<file path="src/rtl/adc_burst_scheduler.sv">
// ADC burst scheduler: frame/tick timing, ultrasonic burst drive,
// per-tick SPI acquisition of NUM_ADC masters and FIFO drain.
module adc_burst_scheduler #(
  parameter int NUM_ADC     = 5,
  parameter int SAMPLE_DIV  = 128,
  parameter int FRAME_LEN   = 588800,
  parameter int BURST_LEN   = 32,
  parameter int TX_DIV_BITS = 10
) (
  input  logic                   SYS_CLK,
  input  logic                   RSTbar,
  input  logic                   ON,
  input  logic [1:0]             CHAN_SEL,
  input  logic [NUM_ADC-1:0]     ADC_FIN,
  input  logic [16*NUM_ADC-1:0]  ADC_DATA,
  input  logic                   FIFO_FULL,
  output logic [NUM_ADC-1:0]     ADC_ENA,
  output logic [15:0]            ADC_CMD,
  output logic                   TX_PULSE,
  output logic                   FRAME_START,
  output logic                   FIFO_WR,
  output logic [15:0]            FIFO_DIN,
  output logic [2:0]             FIFO_TAG,
  output logic                   OVERRUN,
  output logic                   TIMEOUT,
  output logic                   MISSED
);

  localparam int FW = $clog2(FRAME_LEN);
  localparam int TW = $clog2(SAMPLE_DIV);
  // to_q holds cycles elapsed since the tick, so the flag lands at tick+SAMPLE_DIV-2
  localparam logic [TW-1:0] TO_LAST = TW'(SAMPLE_DIV - 3);

  typedef enum logic [1:0] {IDLE, ACQ, DRAIN} state_t;

  state_t                 state_q, state_d;
  logic [FW-1:0]          frame_q;
  logic [TX_DIV_BITS-1:0] txc_q;
  logic                   tx_q, fs_q;
  logic [NUM_ADC-1:0]     ena_q, ena_d;
  logic [NUM_ADC-1:0]     pend_q, pend_d;
  logic [NUM_ADC-1:0]     cap_we;
  logic [15:0]            cmd_q, cmd_d;
  logic [TW-1:0]          to_q, to_d;
  logic                   ovr_q, ovr_d;
  logic                   tmo_q, tmo_d;
  logic                   mis_q, mis_d;
  logic [15:0]            cap_q [NUM_ADC];
  logic                   tick, to_hit;
  logic [2:0]             sel;

  assign tick   = ON && ((frame_q % FW'(SAMPLE_DIV)) == '0);
  assign to_hit = (to_q == TO_LAST);

  always_comb begin
    sel = '0;
    for (int i = NUM_ADC - 1; i >= 0; i--)
      if (pend_q[i]) sel = 3'(i);
  end

  always_ff @(posedge SYS_CLK or negedge RSTbar) begin
    if (!RSTbar)  state_q <= IDLE;
    else if (!ON) state_q <= IDLE;
    else          state_q <= state_d;
  end

  always_comb begin
    state_d = state_q;
    unique case (state_q)
      IDLE:  if (tick && !FIFO_FULL) state_d = ACQ;
      ACQ:   if (ena_q == '0 || to_hit) state_d = DRAIN;
      DRAIN: if (pend_q == '0) state_d = IDLE;
      default: state_d = IDLE;
    endcase
  end

  always_comb begin
    ena_d    = ena_q;
    pend_d   = pend_q;
    cmd_d    = cmd_q;
    to_d     = to_q;
    ovr_d    = ovr_q;
    tmo_d    = tmo_q;
    mis_d    = mis_q;
    cap_we   = '0;
    FIFO_WR  = 1'b0;
    FIFO_DIN = '0;
    FIFO_TAG = '0;
    unique case (state_q)
      IDLE: begin
        if (tick && FIFO_FULL) begin
          mis_d = 1'b1;
        end else if (tick) begin
          cmd_d = {4'b0001, 1'b1, 2'b00, CHAN_SEL, 7'b1000000};
          ena_d = '1;
          to_d  = TW'(1);
        end
      end
      ACQ: begin
        to_d = to_q + TW'(1);
        if (tick) mis_d = 1'b1;
        cap_we = ADC_FIN & ena_q;
        if ((cap_we & pend_q) != '0) ovr_d = 1'b1;
        pend_d = pend_q | cap_we;
        ena_d  = ena_q & ~cap_we;
        if (to_hit) begin
          ena_d = '0;
          if ((ena_q & ~ADC_FIN) != '0) tmo_d = 1'b1;
        end
      end
      DRAIN: begin
        if (tick) mis_d = 1'b1;
        if (!FIFO_FULL && pend_q != '0) begin
          FIFO_WR     = 1'b1;
          FIFO_DIN    = cap_q[sel];
          FIFO_TAG    = sel;
          pend_d[sel] = 1'b0;
        end
      end
      default: ;
    endcase
  end

  always_ff @(posedge SYS_CLK or negedge RSTbar) begin
    if (!RSTbar) begin
      frame_q <= '0;
      txc_q   <= '0;
      tx_q    <= 1'b0;
      fs_q    <= 1'b0;
      ena_q   <= '0;
      pend_q  <= '0;
      cmd_q   <= '0;
      to_q    <= '0;
      ovr_q   <= 1'b0;
      tmo_q   <= 1'b0;
      mis_q   <= 1'b0;
      for (int i = 0; i < NUM_ADC; i++) cap_q[i] <= '0;
    end else if (!ON) begin
      frame_q <= '0;
      txc_q   <= '0;
      tx_q    <= 1'b0;
      fs_q    <= 1'b0;
      ena_q   <= '0;
      pend_q  <= '0;
      cmd_q   <= '0;
      to_q    <= '0;
      ovr_q   <= 1'b0;
      tmo_q   <= 1'b0;
      mis_q   <= 1'b0;
      for (int i = 0; i < NUM_ADC; i++) cap_q[i] <= '0;
    end else begin
      frame_q <= (frame_q == FW'(FRAME_LEN - 1)) ? '0 : frame_q + FW'(1);
      txc_q   <= txc_q + TX_DIV_BITS'(1);
      tx_q    <= txc_q[TX_DIV_BITS-1] && (frame_q < FW'(BURST_LEN));
      fs_q    <= (frame_q == '0);
      ena_q   <= ena_d;
      pend_q  <= pend_d;
      cmd_q   <= cmd_d;
      to_q    <= to_d;
      ovr_q   <= ovr_d;
      tmo_q   <= tmo_d;
      mis_q   <= mis_d;
      for (int i = 0; i < NUM_ADC; i++)
        if (cap_we[i]) cap_q[i] <= ADC_DATA[16*i +: 16];
    end
  end

  assign ADC_ENA     = ena_q;
  assign ADC_CMD     = cmd_q;
  assign TX_PULSE    = tx_q;
  assign FRAME_START = fs_q;
  assign OVERRUN     = ovr_q;
  assign TIMEOUT     = tmo_q;
  assign MISSED      = mis_q;

endmodule

</file>
<file path="config.mk">
export PLATFORM = sky130hd
export DESIGN_NAME = adc_burst_scheduler
export DESIGN_NICKNAME = d
export VERILOG_FILES = /design/src/rtl/adc_burst_scheduler.sv
export SDC_FILE = /design/constraint.sdc
export NUM_CORES = 1
export LEC_CHECK = 0
export ABC_AREA = 1
export BUFFER_PORTS_ARGS = -buffer_cell sky130_fd_sc_hd__buf_2
export CORE_MARGIN = 10
export CORE_UTILIZATION = 55
export DETAILED_ROUTE_END_ITERATION = 10
export GPL_ROUTABILITY_DRIVEN = 0
export GPL_TIMING_DRIVEN = 0
export PLACE_DENSITY = 0.79
export SETUP_SLACK_MARGIN = 0.5
export SLEW_MARGIN = 40
export SYNTH_ARGS = -nofsm -noshare
export SYNTH_HDL_FRONTEND = slang
export SYNTH_SLANG_ARGS = --single-unit
</file>
<file path="constraint.sdc">
create_clock -name SYS_CLK -period 4.62 [get_ports SYS_CLK]
set_input_delay 0.924 -clock SYS_CLK [delete_from_list [all_inputs] [get_ports SYS_CLK]]
set_output_delay 0.924 -clock SYS_CLK [all_outputs]
set_load 0.05 [all_outputs]
</file>
# [Word level (Yosys, flattened, before mapping)]
# Index checks and enable logic that the tools add are counted.
# Widths: inputs -> output; s select.
[totals] register_bits=150 out_inout_bits=46
[classes] n_addsub=3 magnitude_cmp=4 eq_ne=27 n_mux=60 bitwise=10 reduce_logical=24
[op_table] operator="$mux 16" n=13
[op_table] operator="$mux 80" n=1
[op_table] operator="$bmux 16 s3" n=1
[op_table] operator="$logic_not 20->1" n=2
[op_table] operator="$mux 20" n=2
[op_table] operator="$mux 5" n=7
[op_table] operator="$and 5x5->5" n=5
[op_table] operator="$ne 2x1->1 const B" n=11
[op_table] operator="$mux 3" n=7
[op_table] operator="$mux 7" n=3
[op_table] operator="$ne 3x3->1 const B" n=7
[op_table] operator="$add 20x1->20 const B" n=1
[op_table] operator="$eq 20x20->1 const B" n=1
[op_table] operator="$lt 20x6->1 const B" n=1
[op_table] operator="$pmux 5 s2" n=2
[op_table] operator="$mux 1" n=15
[op_table] operator="$not 5->5" n=3
[op_table] operator="$reduce_and 3->1" n=5
[op_table] operator="$reduce_bool 5->1" n=3
[op_table] operator="$pmux 7 s2" n=1
[op_table] operator="$add 10x1->10 const B" n=1
[op_table] operator="$logic_not 5->1" n=2
[op_table] operator="$mux 10" n=1
[op_table] operator="$mux 2" n=4
[op_table] operator="21 further kinds" n=29

# [Logic depth before layout (Yosys ltp)]
# Gate-level depths: netlist (run 1).
[logic_depth] word_depth=14 depth_mapped=11 ltp_nobuf=10

# [Least setup slack after synthesis (run 1)]
# No wires, ideal clock.
[synth_timing] path_type="input to output" start="input FIFO_FULL" end="output FIFO_DIN[10]" arrival_time_ns=2.580 slack_ns=1.116 stages=6 n_path_buf=1 cell_sequence="inv_1 > nand2_1 > nor2_2 > inv_2 > buf_2 > o21ai_1"
[synth_between] elab_chain_len=4
[synth_lines] element="start, declared" line="16" source="input logic FIFO_FULL,"
[synth_lines] element="$logic_not 1->1" line="113" source="if (!FIFO_FULL && pend_q != '0) begin"
[synth_lines] element="$logic_and 1x1->1" line="113"
[synth_lines] element="$mux 16" line="113"
[synth_lines] element="$mux 16" line="89" source="unique case (state_q)"
[synth_lines] element="end, declared" line="22" source="output logic [15:0] FIFO_DIN,"
# No other way between the ends.

# [Worst setup path after layout (run 1)]
[layout_timing] start="register state_q[0]" end="output FIFO_DIN[11]"
[layout_between] elab_chain_len=2
[layout_lines] element="start, declared" line="36" source="state_t state_q, state_d;"
[layout_lines] element="start signal, assigned" line="64" source="else state_q <= state_d;"
[layout_lines] element="$eq 2x2->1" line="89"
[layout_lines] element="$mux 16" line="89"
# No other way between the ends.

==> out/qor.yml, run 1 <==
clock_tree:
  cts-resized-gates: 0
  cts_buffers: 17
  cts-htree-levels: 4
  cts_num_sinks: 137
  clk_latency_ns: 0.43
  clock-root-buffer: "clkbuf_16"
  cts_buffer_depth: 2
  post-cts-setup-buffer-count: 0
  hold_buffers: 0
  path_clk_slew_ns: 0.06
  cts_tree: "built"
final_layout:
  fin_area_sq_um: 9020
  drive_above_1_share_pct: 21.6
  layout_common_cells: "nand2_1 (184), nand3_1 (158), buf_2 (145)"
  n_antenna_cell: 0
  mostFrequentLayoutCell: "nand2_1"
  final_nets: 1227
  fillers: 1123
  syn_to_final_growth_pct: 21.1
synth:
  yosys_warnings: 0
  synth_top_area_cell: "dfrtp_1"
  synth-seq-cells: 137
  synth.avg_cell_area_sq_um: 7.67
  synth_edf_count: 0
  synthTopCellsByArea: "dfrtp_1 (46%), nand3_1 (11%), nand2_1 (9.3%)"
  async_reset_ff_share_pct: 100
  synth-main-ff-cell: "dfrtp_1"
  seq_area_frac_synth_pct: 46.0
  syn_area_sq_um: 7450
  synth_top_area_share_pct: 46.0
  synth_cells: 971
  yosysUniqueCellTypes: 45
worst_setup_path:
  cp-startpoint: "state_q[0]$_DFFE_PN0P_"
  crit_path_frequent_cell: "buf_2"
  reg2reg_from: "state_q[1]$_DFFE_PN0P_"
  ff2ff_path_depth: 7
  worstPathRequired_ns: 3.70
  crit_family: "buffers and inverters"
  crit_arrival_ns: 2.34
  start_kind: "register"
  cpMaxStageDelayCell: "dfrtp_1"
  reg2reg_to: "cap_q[7]$_DFFE_PN0P_"
  worstPathCellList: "inv_1 -> ha_1 -> nand2_1 -> nor2_2 -> inv_2 -> buf_2 -> o21ai_1 -> buf_2"
  r2r_slack_ns: 2.55
  worstSetupPathType: "reg2out"
  endpoint_kind: "output port"
  timing.critical_path.buf_inv: 4
  slowest_delay_ns: 0.40
  path_max_fanout: 10
floorplan:
  die_w_microns: 136
  start_util_pct: 56.3
  core_area_sq_um: 13200
  chipHeight_microns: 136
  core.rowCount: 42
  io_pins: 137
  die_area_sq_um: 18600
route:
  via_count: 7112
  antenna_left: 0
  route.detailed.drc: 0
  drt_iter0_markers: 522
  dr.pass1.iters: 7
  viasPerCell: 5.40
  wl_per_cell_microns: 16.2
  totalWireLength_microns: 21400
placed_design:
  portBuffers: 125
  dp_hpwl_microns: 15800
  place_area_sq_um: 8400
global_route:
  track_usage_pct: 23.1
  gr-total-overflow: 0
  grt_pass1_wl_microns: 34200
  grt_pass1_vias: 7022
  grt_max_degree: 56
  antenna_found_initial: 0
power_and_ir_drop:
  peakVddDrop_uv: 353
  power_density_nw_per_um2: 503
  p_leak_nw: 4.43
sta:
  fin_crit_ns: 3.26
  skew_ns: 0.0105
  fin_crit_sh_pct: 70.6
  rsz0062_at_grt: "false"
  finalHoldViolCount: 0
  setup_tns_ns: 0
  finalMaxSlewViolations: 0
  setup_violations: 0
  fmax_mhz: 306
min_path:
  hp-class: "in2async"
status:
  status: "finished clean"
flow_run:
  cap_violations: 0
==> sequential cells by signal (all words and copies together) (netlist names), 2 cells and up <==
register,count
frame_q,20
ADC_ENA,5
to_q,7
txc_q,10
pend_q,5
ADC_CMD,3
state_q,2
cap_q,80
==> through the flow <==
stage          std cells  total power [mW]  hold WS (ns)  utilization [%]  setup WS [ns]
3_5_place_dp        1284              3.10         0.457             63.4           1.46
2_1_floorplan        981              2.63         0.467                -           1.12
6_report            1316              4.54         0.354             68.1           1.36
4_1_cts             1316              4.53         0.363             68.1           1.38
5_1_grt             1316              4.77         0.369             68.1           1.26
3_3_place_gp        1282              3.07         0.455             62.9          0.704
==> metal layers <==
| metal | track usage (%) | wire length [microns] | vias up | share of wire (%) |
|---|---|---|---|---|
| met2 | 38.2 | 10300 | 279 | 48 |
| met1 | 28.4 | 8800 | 3356 | 41 |
| met5 | 0 | 0 | - | 0 |
| met3 | 6.31 | 1640 | 44 | 7.7 |
| li1 | - | - | 3433 | - |
| met4 | 8.22 | 569 | 0 | 2.7 |
==> logic make-up (layout without fill, tap and decap cells) <==
logic type	after synthesis	count (layout)	share of synthesized area (%)
AOI/OAI and AO/OA	149	149	10.7
xor gates and xnor gates	6	6	0.705
adders and majority gates	9	9	1.51
buffers and inverters	200	359	12.0
DFF	137	137	46.0
other	1	11	0.0503
and+or+nand+nor	469	469	29.0
==> worst reg2reg max path, stage by stage (launching register included) <==
cell and delay [ns]:
dfrtp_1 0.40, inv_1 0.11, ha_1 0.14, buf_2 0.20
inv_2 0.06, o21ai_1 0.40, clkbuf_1 0.45, o21ai_0 0.17
==> layout make-up <==
| type | instances | area [sq um] | share of cell area (%) |
|---|---|---|---|
| clock inverters | 11 | 144 | 1.59 |
| plain buffers | 53 | 343 | 3.80 |
| flip-flops and latches | 137 | 3430 | 38.0 |
| clock buffers | 21 | 480 | 5.32 |
| repair buffers | 127 | 691 | 7.65 |
| inverters | 147 | 554 | 6.14 |
| well taps | 176 | 220 | 2.44 |
| multi-input cells | 644 | 3160 | 35.1 |
==> worst max-delay path by stage <==
stage                          end  depth (start not counted)
3_5_place_dp           FIFO_DIN[5]                          8
6_report              FIFO_DIN[11]                          8
3_3_place_gp   to_q[4]$_DFFE_PN0P_                          1
2_1_floorplan         FIFO_DIN[10]                          6
5_1_grt               FIFO_DIN[12]                          8
4_1_cts               FIFO_DIN[12]                          8
==> power breakdown <==
group	total [mW]	internal, mW	leakage [nW]	switching, mW
Clock	1.43	0.903	0.297	0.525
Combinational	1.66	0.503	2.28	1.15
Sequential	1.45	1.34	1.84	0.111
==> cell usage after synthesis, drive strengths merged (6+ instances only) <==
cell type and n:
a21oi 17, buf 47, clkbuf 6, dfrtp 137, ha 9, inv 144, nand2 192, nand3 161
nand4 9, nor2 71, nor3 20, o21ai 119
No activity file was read; power rests on OpenSTA's default activity.
==> inputs of run 2 (changes only) <==
--- a/config.mk
+++ b/config.mk
@@ -5,14 +5,14 @@
 export SDC_FILE = /design/constraint.sdc
 export NUM_CORES = 1
 export LEC_CHECK = 0
-export ABC_AREA = 1
+export ABC_AREA = 0
 export BUFFER_PORTS_ARGS = -buffer_cell sky130_fd_sc_hd__buf_2
 export CORE_MARGIN = 10
 export CORE_UTILIZATION = 55
 export DETAILED_ROUTE_END_ITERATION = 10
 export GPL_ROUTABILITY_DRIVEN = 0
 export GPL_TIMING_DRIVEN = 0
-export PLACE_DENSITY = 0.79
+export PLACE_DENSITY = 0.8
 export SETUP_SLACK_MARGIN = 0.5
 export SLEW_MARGIN = 40
 export SYNTH_ARGS = -nofsm -noshare
==> constraint.sdc (replaced) <==
create_clock -name SYS_CLK -period 3.15 [get_ports SYS_CLK]
set_input_delay 0.63 -clock SYS_CLK [delete_from_list [all_inputs] [get_ports SYS_CLK]]
set_output_delay 0.63 -clock SYS_CLK [all_outputs]
set_load 0.05 [all_outputs]
==> run 2 against run 1 <==
Core utilization is 5.0 points higher. Final area decreased by 7.0%. First-iteration DRC count down 16%. Register-to-register slack got worse by 1.9 ns. Flip-flop and latch count did not move. Worst hold slack got worse by 0.21 ns. Critical path type unchanged. Critical endpoint is now FIFO_DIN[9]. Largest cell class unchanged. Largest power group is now the clock network. Highest routed layer unchanged.
==> out/qor.yml, run 2 <==
synth:
  synth_cells: 559  # was 971
  yosysUniqueCellTypes: 57  # was 45
  synth_edf_count: 0  # unchanged
  yosys_warnings: 0  # unchanged
  synth-seq-cells: 137  # unchanged
  async_reset_ff_share_pct: 100  # unchanged
  synth-main-ff-cell: "dfrtp_1"  # unchanged
  synthTopCellsByArea: "dfrtp_1 (53%), a22o_1 (13%), mux4_2 (5.2%)"  # was dfrtp_1 (46%), nand3_1 (11%), nand2_1 (9.3%)
  synth_common_cells: "dfrtp_1 (137), a22o_1 (95), nor2_1 (48)"  # was nand2_1 (184), nand3_1 (158), dfrtp_1 (137)
  synth_top_area_cell: "dfrtp_1"  # unchanged
  seq_area_frac_synth_pct: 52.9  # was 46.0%
  yosys.cell_count.top_type: "dfrtp_1"  # was nand2_1
  synth_top_area_share_pct: 52.9  # was 46.0%
  synth.avg_cell_area_sq_um: 11.6  # was 7.67 sq um
  syn_area_sq_um: 6470  # was 7450 sq um
final_layout:
  final_cells: 891  # was 1316
  syn_to_final_growth_pct: 29.6  # was 21.1%
  n_antenna_cell: 0  # unchanged
  layout_common_cells: "dfrtp_1 (133), buf_2 (109), a22o_1 (87)"  # was nand2_1 (184), nand3_1 (158), buf_2 (145)
  drive_above_1_share_pct: 33.7  # was 21.6%
  reg_top3: "cap_q (80), frame_q (20), txc_q (10)"  # unchanged
  fillers: 754  # was 1123
  largest_register_ffs: 80  # unchanged
  final_nets: 836  # was 1227
  mostFrequentLayoutCell: "dfrtp_1"  # was nand2_1
  top_register: "cap_q"  # unchanged
global_route:
  track_usage_pct: 23.3  # was 23.1%
  grt_pass1_wl_microns: 30700  # was 34200 microns
  antenna_found_initial: 0  # unchanged
  grt_pass1_vias: 5876  # was 7022
  grt_max_degree: 71  # was 56
  gr-total-overflow: 0  # unchanged
floorplan:
  io_pins: 137  # unchanged
  core_area_sq_um: 11500  # was 13200 sq um
  die_w_microns: 129  # was 136 microns
  core.rowCount: 39  # was 42
  chipHeight_microns: 129  # was 136 microns
  die_area_sq_um: 16500  # was 18600 sq um
  start_util_pct: 56.5  # was 56.3%
worst_setup_path:
  crit_arrival_ns: 2.34  # about the same
  worstPathRequired_ns: 2.52  # was 3.70 ns
  reg2reg_from: "state_q[1]$_DFFE_PN0P_"  # unchanged
  endpoint_kind: "output port"  # unchanged
  r2r_slack_ns: 0.66  # was 2.55 ns
  reg2reg_to: "cap_q[44]$_DFFE_PN0P_"  # was cap_q[7]$_DFFE_PN0P_
  worstSetupPathType: "reg2out"  # unchanged
  slowest_delay_ns: 0.55  # was 0.40 ns
  start_kind: "register"  # unchanged
  path_max_fanout: 8  # was 10
  ff2ff_path_depth: 6  # was 7
  cpMaxStageDelayCell: "mux4_2"  # was dfrtp_1
  worstPathCellList: "nand2b_4 -> a21oi_4 -> buf_12 -> mux4_2 -> a22o_2 -> buf_6"  # was inv_1 -> ha_1 -> nand2_1 -> nor2_2 -> inv_2 -> buf_2 -> o21ai_1 -> buf_2
clock_tree:
  hold_buffers: 0  # unchanged
  cts_buffers: 17  # unchanged
  cts_num_sinks: 137  # unchanged
  cts_buffer_depth: 2  # unchanged
  clk_latency_ns: 0.42  # was 0.43 ns
  cts_tree: "built"  # unchanged
  clock-root-buffer: "clkbuf_16"  # unchanged
  path_clk_slew_ns: 0.06  # about the same
  cts-htree-levels: 4  # unchanged
route:
  route.detailed.drc: 0  # unchanged
  antenna_left: 0  # unchanged
  viasPerCell: 6.16  # was 5.40
  totalWireLength_microns: 19300  # was 21400 microns
  wl_per_cell_microns: 21.7  # was 16.2 microns
  via_count: 5487  # was 7112
  drt_iter0_markers: 440  # was 522
  dr.pass1.iters: 6  # was 7
placed_design:
  dp_hpwl_microns: 13100  # was 15800 microns
  portBuffers: 125  # unchanged
  placedCellCount: 838  # was 1284
power_and_ir_drop:
  peakVddDrop_uv: 732  # was 353 uV
  total_power_mw: 4.65  # was 4.54 mW
  p_leak_nw: 4.03  # was 4.43 nW
  power_density_nw_per_um2: 554  # was 503 nW/um^2
flow_run:
  cap_violations: 0  # unchanged
sta:
  skew_ns: 0.00755  # was 0.0105 ns
  holdWs_ns: 0.148  # was 0.354 ns
  finalMaxSlewViolations: 0  # unchanged
  relSlewSlack_pct: 45.7
  finalHoldViolCount: 0  # unchanged
  worstMarginPinSlew_ns: 0.810
  rsz0062_at_grt: "true"  # was false
  fin_crit_sh_pct: 94.3
  setup_violations: 0  # unchanged
  fin_crit_ns: 2.97
  fmax_mhz: 337
min_path:
  hp-class: "in2async"  # unchanged
status:
  status: "finished clean"  # unchanged
run 2: cell types whose count changed after synthesis, moves of 11 or more:
cell,previous run,this run
a22o_1,0,95
nor3_1,19,1
mux4_2,0,15
o21ai_0,93,13
nor2_1,65,48
nand2_1,184,21
buf_2,21,5
o21ai_1,20,0
nand3_1,158,18
clkbuf_1,5,16
inv_1,134,22
run 2: timing repair:
item                       4_1_cts  5_1_grt
gates resized for setup         68        9
pin swaps                        4        5
setup endpoints to repair       19       19
cloned                           0        1
setup buffers                   16        5
run 2: worst max-delay path by stage:
stage,to,slack [ns],from,cells past startpoint
4_1_cts,FIFO_DIN[9],0.21,pend_q[2]$_DFFE_PN0P_,6
5_1_grt,FIFO_DIN[9],0.13,pend_q[2]$_DFFE_PN0P_,6
3_5_place_dp,FIFO_DIN[10],0.16,pend_q[2]$_DFFE_PN0P_,6
6_report,FIFO_DIN[9],0.18,pend_q[2]$_DFFE_PN0P_,6
2_1_floorplan,FIFO_DIN[13],0.50,pend_q[2]$_DFFE_PN0P_,6
3_3_place_gp,cap_q[28]$_DFFE_PN0P_,-0.33,RSTbar,1
run 2: worst max-delay path: cells and delay by family, from the launching register on:
kind	cells	cell delay [ns]
muxes	1	0.55
DFF	1	0.44
AOI/OAI and AO/OA	2	0.42
buffers and inverters	2	0.32
and+or+nand+nor	1	0.17
run 2: cell families after synthesis:
logic type	synth area share, %
and+or+nand+nor	12.3
AOI/OAI and AO/OA	20.3
DFF	52.9
muxes	5.99
xor gates and xnor gates	2.16
buffers and inverters	4.44
other	0.0579
adders and majority gates	1.74
run 2: metrics by stage:
| stage | cell area, sq um | TNS (ns) | util, % | worst slack (ns) |
|---|---|---|---|---|
| CTS | 8290 | 0 | 72.3 | 0.211 |
| finish | 8390 | 0 | 73.2 | 0.181 |
| global placement | 7340 | -43.50 | 64.0 | -0.326 |
| floorplan | 6540 | 0 | - | 0.496 |
| detailed placement | 7380 | 0 | 64.4 | 0.158 |
| global route | 8390 | 0 | 73.2 | 0.129 |
run 2: cell type report:
class / count / area, sq um / share of cell area, %
flip-flops and latches: 137 / 3430 / 40.9
multi-input cells: 372 / 2910 / 34.7
repair buffers: 148 / 970 / 11.6
clock buffers: 23 / 498 / 5.93
plain buffers: 37 / 243 / 2.89
well taps: 143 / 179 / 2.13
inverters: 23 / 88.8 / 1.06
clock inverters: 8 / 68.8 / 0.820
run 2: power by group:
part | switching (mW) | internal [mW] | total (mW) | leakage, nW
logic | 0.528 | 0.295 | 0.823 | 1.85
clock network | 0.744 | 1.18 | 1.92 | 0.288
registers | 0.0742 | 1.83 | 1.91 | 1.89
run 2: metal layers:
metal / global-route usage (%) / vias up / part of all wire (%)
met1: 27.8 / 2733 / 39
li1: - / 2433 / -
met4: 9.30 / 0 / 2.8
met2: 39.1 / 271 / 50
met5: 0 / - / 0
met3: 6.57 / 50 / 7.4
